==> config.mk <==
export PLATFORM = sky130hd
export DESIGN_NAME = instr_realigner
export DESIGN_NICKNAME = d
export VERILOG_FILES = /design/src/rtl/instr_realigner.sv
export SDC_FILE = /design/constraint.sdc
export NUM_CORES = 1
export LEC_CHECK = 0
export ABC_AREA = 1
export CAP_MARGIN = 20
export CORE_UTILIZATION = 40
export CTS_BUF_LIST = sky130_fd_sc_hd__clkbuf_4
export CTS_CLUSTER_DIAMETER = 120
export DETAILED_ROUTE_END_ITERATION = 8
export PLACE_DENSITY = 0.69
export SYNTH_ARGS = -nofsm -noshare
export SYNTH_HDL_FRONTEND = slang
export SYNTH_SLANG_ARGS = --single-unit
==> constraint.sdc <==
create_clock -name clk -period 3.7 [get_ports clk]
set_input_delay 0.37 -clock clk [delete_from_list [all_inputs] [get_ports clk]]
set_output_delay 0.37 -clock clk [all_outputs]
set_load 0.03 [all_outputs]
==> src/rtl/instr_realigner.sv <==
// Instruction realigner: splits word-aligned fetch words into 16/32-bit
// instructions with their own PCs, joining 32-bit instructions that straddle words.
module instr_realigner #(
  parameter logic [31:0] RESET_PC = 32'h0000_0000
) (
  input  logic        clk,
  input  logic        reset,
  input  logic        fetch_valid,
  output logic        fetch_ready,
  input  logic [31:0] fetch_addr,
  input  logic [31:0] fetch_data,
  input  logic        flush,
  input  logic [31:0] flush_pc,
  output logic        instr_valid,
  input  logic        instr_ready,
  output logic [31:0] instr_data,
  output logic        instr_is_compressed,
  output logic [31:0] instr_pc
);

  logic [15:0] q [3];
  logic [15:0] q_nxt [3];
  logic [1:0]  cnt, cnt_nxt, rem, pop_cnt;
  logic [31:0] head_pc, exp_addr;
  logic        drop_first;
  logic        comp, consume, accept, push_ok;
  logic [15:0] first_hw;

  assign comp                = q[0][1:0] != 2'b11;
  assign instr_valid         = !flush && (cnt >= 2'd2 || (cnt == 2'd1 && comp));
  assign instr_data          = comp ? {16'h0000, q[0]} : {q[1], q[0]};
  assign instr_is_compressed = comp && (cnt != 2'd0);
  assign instr_pc            = head_pc;
  assign fetch_ready         = !flush && (cnt <= 2'd1);

  assign consume  = instr_valid && instr_ready;
  assign accept   = fetch_valid && fetch_ready;
  // Words whose address does not match are stale from before a redirect.
  assign push_ok  = accept && (fetch_addr == exp_addr);
  assign pop_cnt  = consume ? (comp ? 2'd1 : 2'd2) : 2'd0;
  assign rem      = cnt - pop_cnt;
  assign first_hw = drop_first ? fetch_data[31:16] : fetch_data[15:0];

  always_comb begin
    q_nxt   = q;
    cnt_nxt = rem;
    case (pop_cnt)
      2'd1: begin
        q_nxt[0] = q[1];
        q_nxt[1] = q[2];
        q_nxt[2] = 16'h0000;
      end
      2'd2: begin
        q_nxt[0] = q[2];
        q_nxt[1] = 16'h0000;
        q_nxt[2] = 16'h0000;
      end
      default: ;
    endcase
    // Push lands behind whatever survives the pop; accept implies rem <= 1.
    if (push_ok) begin
      cnt_nxt = rem + (drop_first ? 2'd1 : 2'd2);
      case (rem)
        2'd0: begin
          q_nxt[0] = first_hw;
          if (!drop_first) q_nxt[1] = fetch_data[31:16];
        end
        2'd1: begin
          q_nxt[1] = first_hw;
          if (!drop_first) q_nxt[2] = fetch_data[31:16];
        end
        default: ;
      endcase
    end
  end

  always_ff @(posedge clk or posedge reset) begin
    if (reset) begin
      q          <= '{default: 16'h0000};
      cnt        <= 2'd0;
      head_pc    <= RESET_PC & ~32'd1;
      exp_addr   <= RESET_PC & ~32'd3;
      drop_first <= RESET_PC[1];
    end else if (flush) begin
      q          <= '{default: 16'h0000};
      cnt        <= 2'd0;
      head_pc    <= flush_pc & ~32'd1;
      exp_addr   <= flush_pc & ~32'd3;
      drop_first <= flush_pc[1];
    end else begin
      q   <= q_nxt;
      cnt <= cnt_nxt;
      if (consume) head_pc <= head_pc + (comp ? 32'd2 : 32'd4);
      if (push_ok) begin
        exp_addr   <= exp_addr + 32'd4;
        drop_first <= 1'b0;
      end
    end
  end

endmodule

==> qor.txt <==
status: finished, final reports clean
terminus of the critical flop-to-flop path: instr_pc[14]$_DFFE_PP0N_
cts bufs inserted: 9
TritonCTS clock tree: done
via-per-instance ratio: 5.06
worst setup path category: reg -> reg
Worst Tran Pin Value: 0.829 ns
antenna-violating nets left: 0
yosys synthesis warning count: 0
number of maximum-capacitance constraint violations: 0
area share of the largest cell type after synthesis: 28.5%
wire length after detailed routing: 33100 um
Tot GR Track Use: 26.6%
wire length of the first global-routing pass: 53700 um
number of instances in the synthesized netlist: 1683
number of vias in the routed layout: 10800
most area-hungry cell type in the Yosys netlist: dfrtp_1
Hold Crit Class: in -> async
number of buffers and inverters on the critical path: 2
Syn Area/Cell: 5.85 um2
cts repair resizes: 0
fin nets: 1903
Seq/Total Area, Yosys: 28.5%
logic gate share of total power: 27.8%
cell internal pwr: 1.91 mW
fraction of power spent switching nets: 36.1%
crit path max fanout: 44
footprint of the multi-input gates: 5840 um2
clock tree root driver cell: clkbuf_4
setup slack on the worst flop-to-flop path: 0.64 ns
part of the power in registers: 47.4%
post-synthesis cell area: 9840 um2
Final Total Pwr: 2.99 mW
Post-CTS Hold Fix Bufs: 0
wire per inst: 15.6 um
count of pins over their slew limit: 0
number of input and output port buffers inserted: 165
storage element area: 2800 um2
startpoint types: register
logic depth of the worst path, buffers included: 9
unrepaired setup endpoints after global routing: false
number of H-tree levels: 3
number of DRC markers in iteration 0: 1078
Clock Latency Late Sink: 0.51 ns
area growth from synthesis to layout: 19.1%
power density of the placed cells: 255 nW/um2
Max Root-Sink Buffers: 2
Horiz. Die Dim: 159 um
Ports: 168
data arrival time of the worst path: 3.50 ns
crit path from: cnt[1]$_DFF_PP0_
type of destination of the critical path: register
worst rel slew slack: 44.7%
leakage power: 5.74 nW
cell count of the worst reg-to-reg path: 9
Std-Cell Rows: 57
largest net degree at the start of global routing: 73
die height: 159 um
proportion of layout cells with a drive suffix above 1: 4.83%
setup tns final: 0 ns
Tmin final: 3.06 ns
Initial Utilization: 40.6%
number of setup violations in the final report: 0
Switching Power: 1.08 mW
Critical Path, Cell by Cell: o21ai_2 -> nor2_4 -> nand2_2 -> buf_4 -> nand2_2 -> inv_1 -> nand2_1 -> nand2_1 -> o21bai_1
clock power share: 24.7%
Hold Worst Slack: 0.238 ns
Num Clock Sinks: 112
share of the cycle needed by the critical path after routing: 82.7%
total overflow reported by the global router: 0
end of the critical path: instr_pc[14]$_DFFE_PP0N_
cell family with most CP delay: buffers and inverters
biggest cell delay along the critical path: 0.66 ns
fillers: 2555
synth unique cells: 43
worst vdd ir: 0.197 mV
number of flip-flops and latches in the synthesized netlist: 112
final weighted congestion in routability-driven placement: 0.917
placed wire-length estimate: 24400 um
die outline area: 25200 um2
Syn Nets: 1790
Peak Freq: 327 MHz
post-route clock skew: 0.0392 ns
endpoints failing hold: 0
required time of the critical path: 4.14 ns
standard cell with the maximum stage delay on the critical path: inv_1
core region area: 24200 um2
reg-to-reg critical path startpoint: cnt[1]$_DFF_PP0_
initial antenna violation count: 1
vias in the first global route: 10000
First-pass DRT Iterations: 5
post-detailed-route DRC marker count: 0
clock slew seen by the registers of the worst setup and hold paths: 0.21 ns
buffer count from post-CTS setup fixing: 0
synth top area cells: dfrtp_1 28%, nand2_1 27%, nor2_1 8.4%, inv_1 6.8%, nand3_1 6.2%
[layout by cell type (no fill, tap or decap), types with 3 or more instances in the layout]
cell type        count
nor2_2               6
o21ai_0             43
inv_6                3
o221ai_1             5
ha_1                 5
or2_2               25
nand4_1             26
a21boi_1             8
xor2_1              37
a21oi_1              7
nor3_1              29
clkdlybuf4s50_1    164
nor2_1             221
nand3_1            121
and2_1               4
inv_2                6
xnor2_1             11
nand2_1            708
buf_4               16
clkbuf_4            10
nor2_4               3
o211ai_1            11
nand2_2              4
a31oi_1              8
dfrtp_1            111
inv_1              177
a21boi_0             3
o21ai_1              6
[synth_stat cells, drive strengths merged]
cell type,number
a21boi,11
a21oi,7
a31oi,8
and2,4
buf,57
clkbuf,24
conb,1
dfrtp,112
fa,1
ha,5
inv,186
nand2,713
nand3,123
nand4,27
nor2,230
nor3,30
nor3b,1
o211ai,11
o21ai,50
o21bai,2
o221ai,5
o31ai,2
or2,25
xnor2,11
xor2,37
[state kept, by name, summed over array words and instances (netlist names)]
signal	count
drop_first	1
q	48
cnt	2
instr_pc	31
exp_addr	30
[area by class of cell]
class | instances | share of cell area [%]
Antenna cell | 1 | 0.0214
Clock buffer | 10 | 0.641
Clock inverter | 5 | 0.694
Inverter | 186 | 6.04
Multi-Input combinational cell | 1304 | 49.8
Sequential cell | 112 | 23.9
Tap cell | 324 | 3.46
Timing Repair Buffer | 183 | 15.4
[logic make-up (layout without fill, tap and decap cells)]
group / after synthesis / in the layout / synth area share, %
XOR/XNOR: 48 / 48 / 4.27
adder cells (fa/ha/maj): 6 / 6 / 0.839
AO/OA/AOI/OAI: 96 / 96 / 5.87
buffers and inverters: 267 / 384 / 12.2
other: 1 / 2 / 0.0381
AND/OR/NAND/NOR: 1153 / 1153 / 48.3
flip-flops: 112 / 112 / 28.5
[worst register-to-register path, delay by kind of cell, from the launching register on]
kind,cells,cell delay [ns]
DFF,1,0.58
buffers and inverters,2,1.19
AOI/OAI and AO/OA,2,0.38
and+or+nand+nor,5,0.87
[per-layer routing]
metal	global-route usage (%)	up-vias	wire (um)
li1	-	5397	-
met1	39.1	4910	15800
met2	41.3	410	14500
met3	2.80	45	2210
met4	7.21	0	569
met5	0	-	0
[how the worst min path moves through the flow]
stage	slack [ns]	endpoint	start	cells past startpoint
after detailed placement	0.52	instr_pc[30]$_DFFE_PP0N_	instr_pc[30]$_DFFE_PP0N_	2
after CTS	0.26	q[44]$_DFF_PP0_	reset	2
after floorplan	0.47	exp_addr[31]$_DFFE_PP0N_	exp_addr[31]$_DFFE_PP0N_	2
after global routing	0.29	q[44]$_DFF_PP0_	reset	2
final	0.24	q[44]$_DFF_PP0_	reset	2
after global placement	0.52	instr_pc[30]$_DFFE_PP0N_	instr_pc[30]$_DFFE_PP0N_	2
[power groups by stage]
stage / registers (mW) / clock network (mW) / logic [mW]
after floorplan: 1.46 / 0 / 0.451
after global placement: 1.44 / 0 / 0.817
after detailed placement: 1.44 / 0 / 0.827
after CTS: 1.41 / 0.759 / 0.831
after global routing: 1.43 / 0.800 / 0.925
final: 1.42 / 0.739 / 0.832
[through the flow]
step                      area (um2)  utilization [%]  setup slack [ns]  cells
after CTS                      11700             48.3             0.692   2124
after global routing           11700             48.3             0.410   2125
final                          11700             48.3             0.641   2125
after global placement         11500             47.6             0.702   2108
after detailed placement       11600             47.7             0.676   2109
after floorplan                 9840                -             0.371   1683
Note: power is estimated with default switching activity, not from simulation.
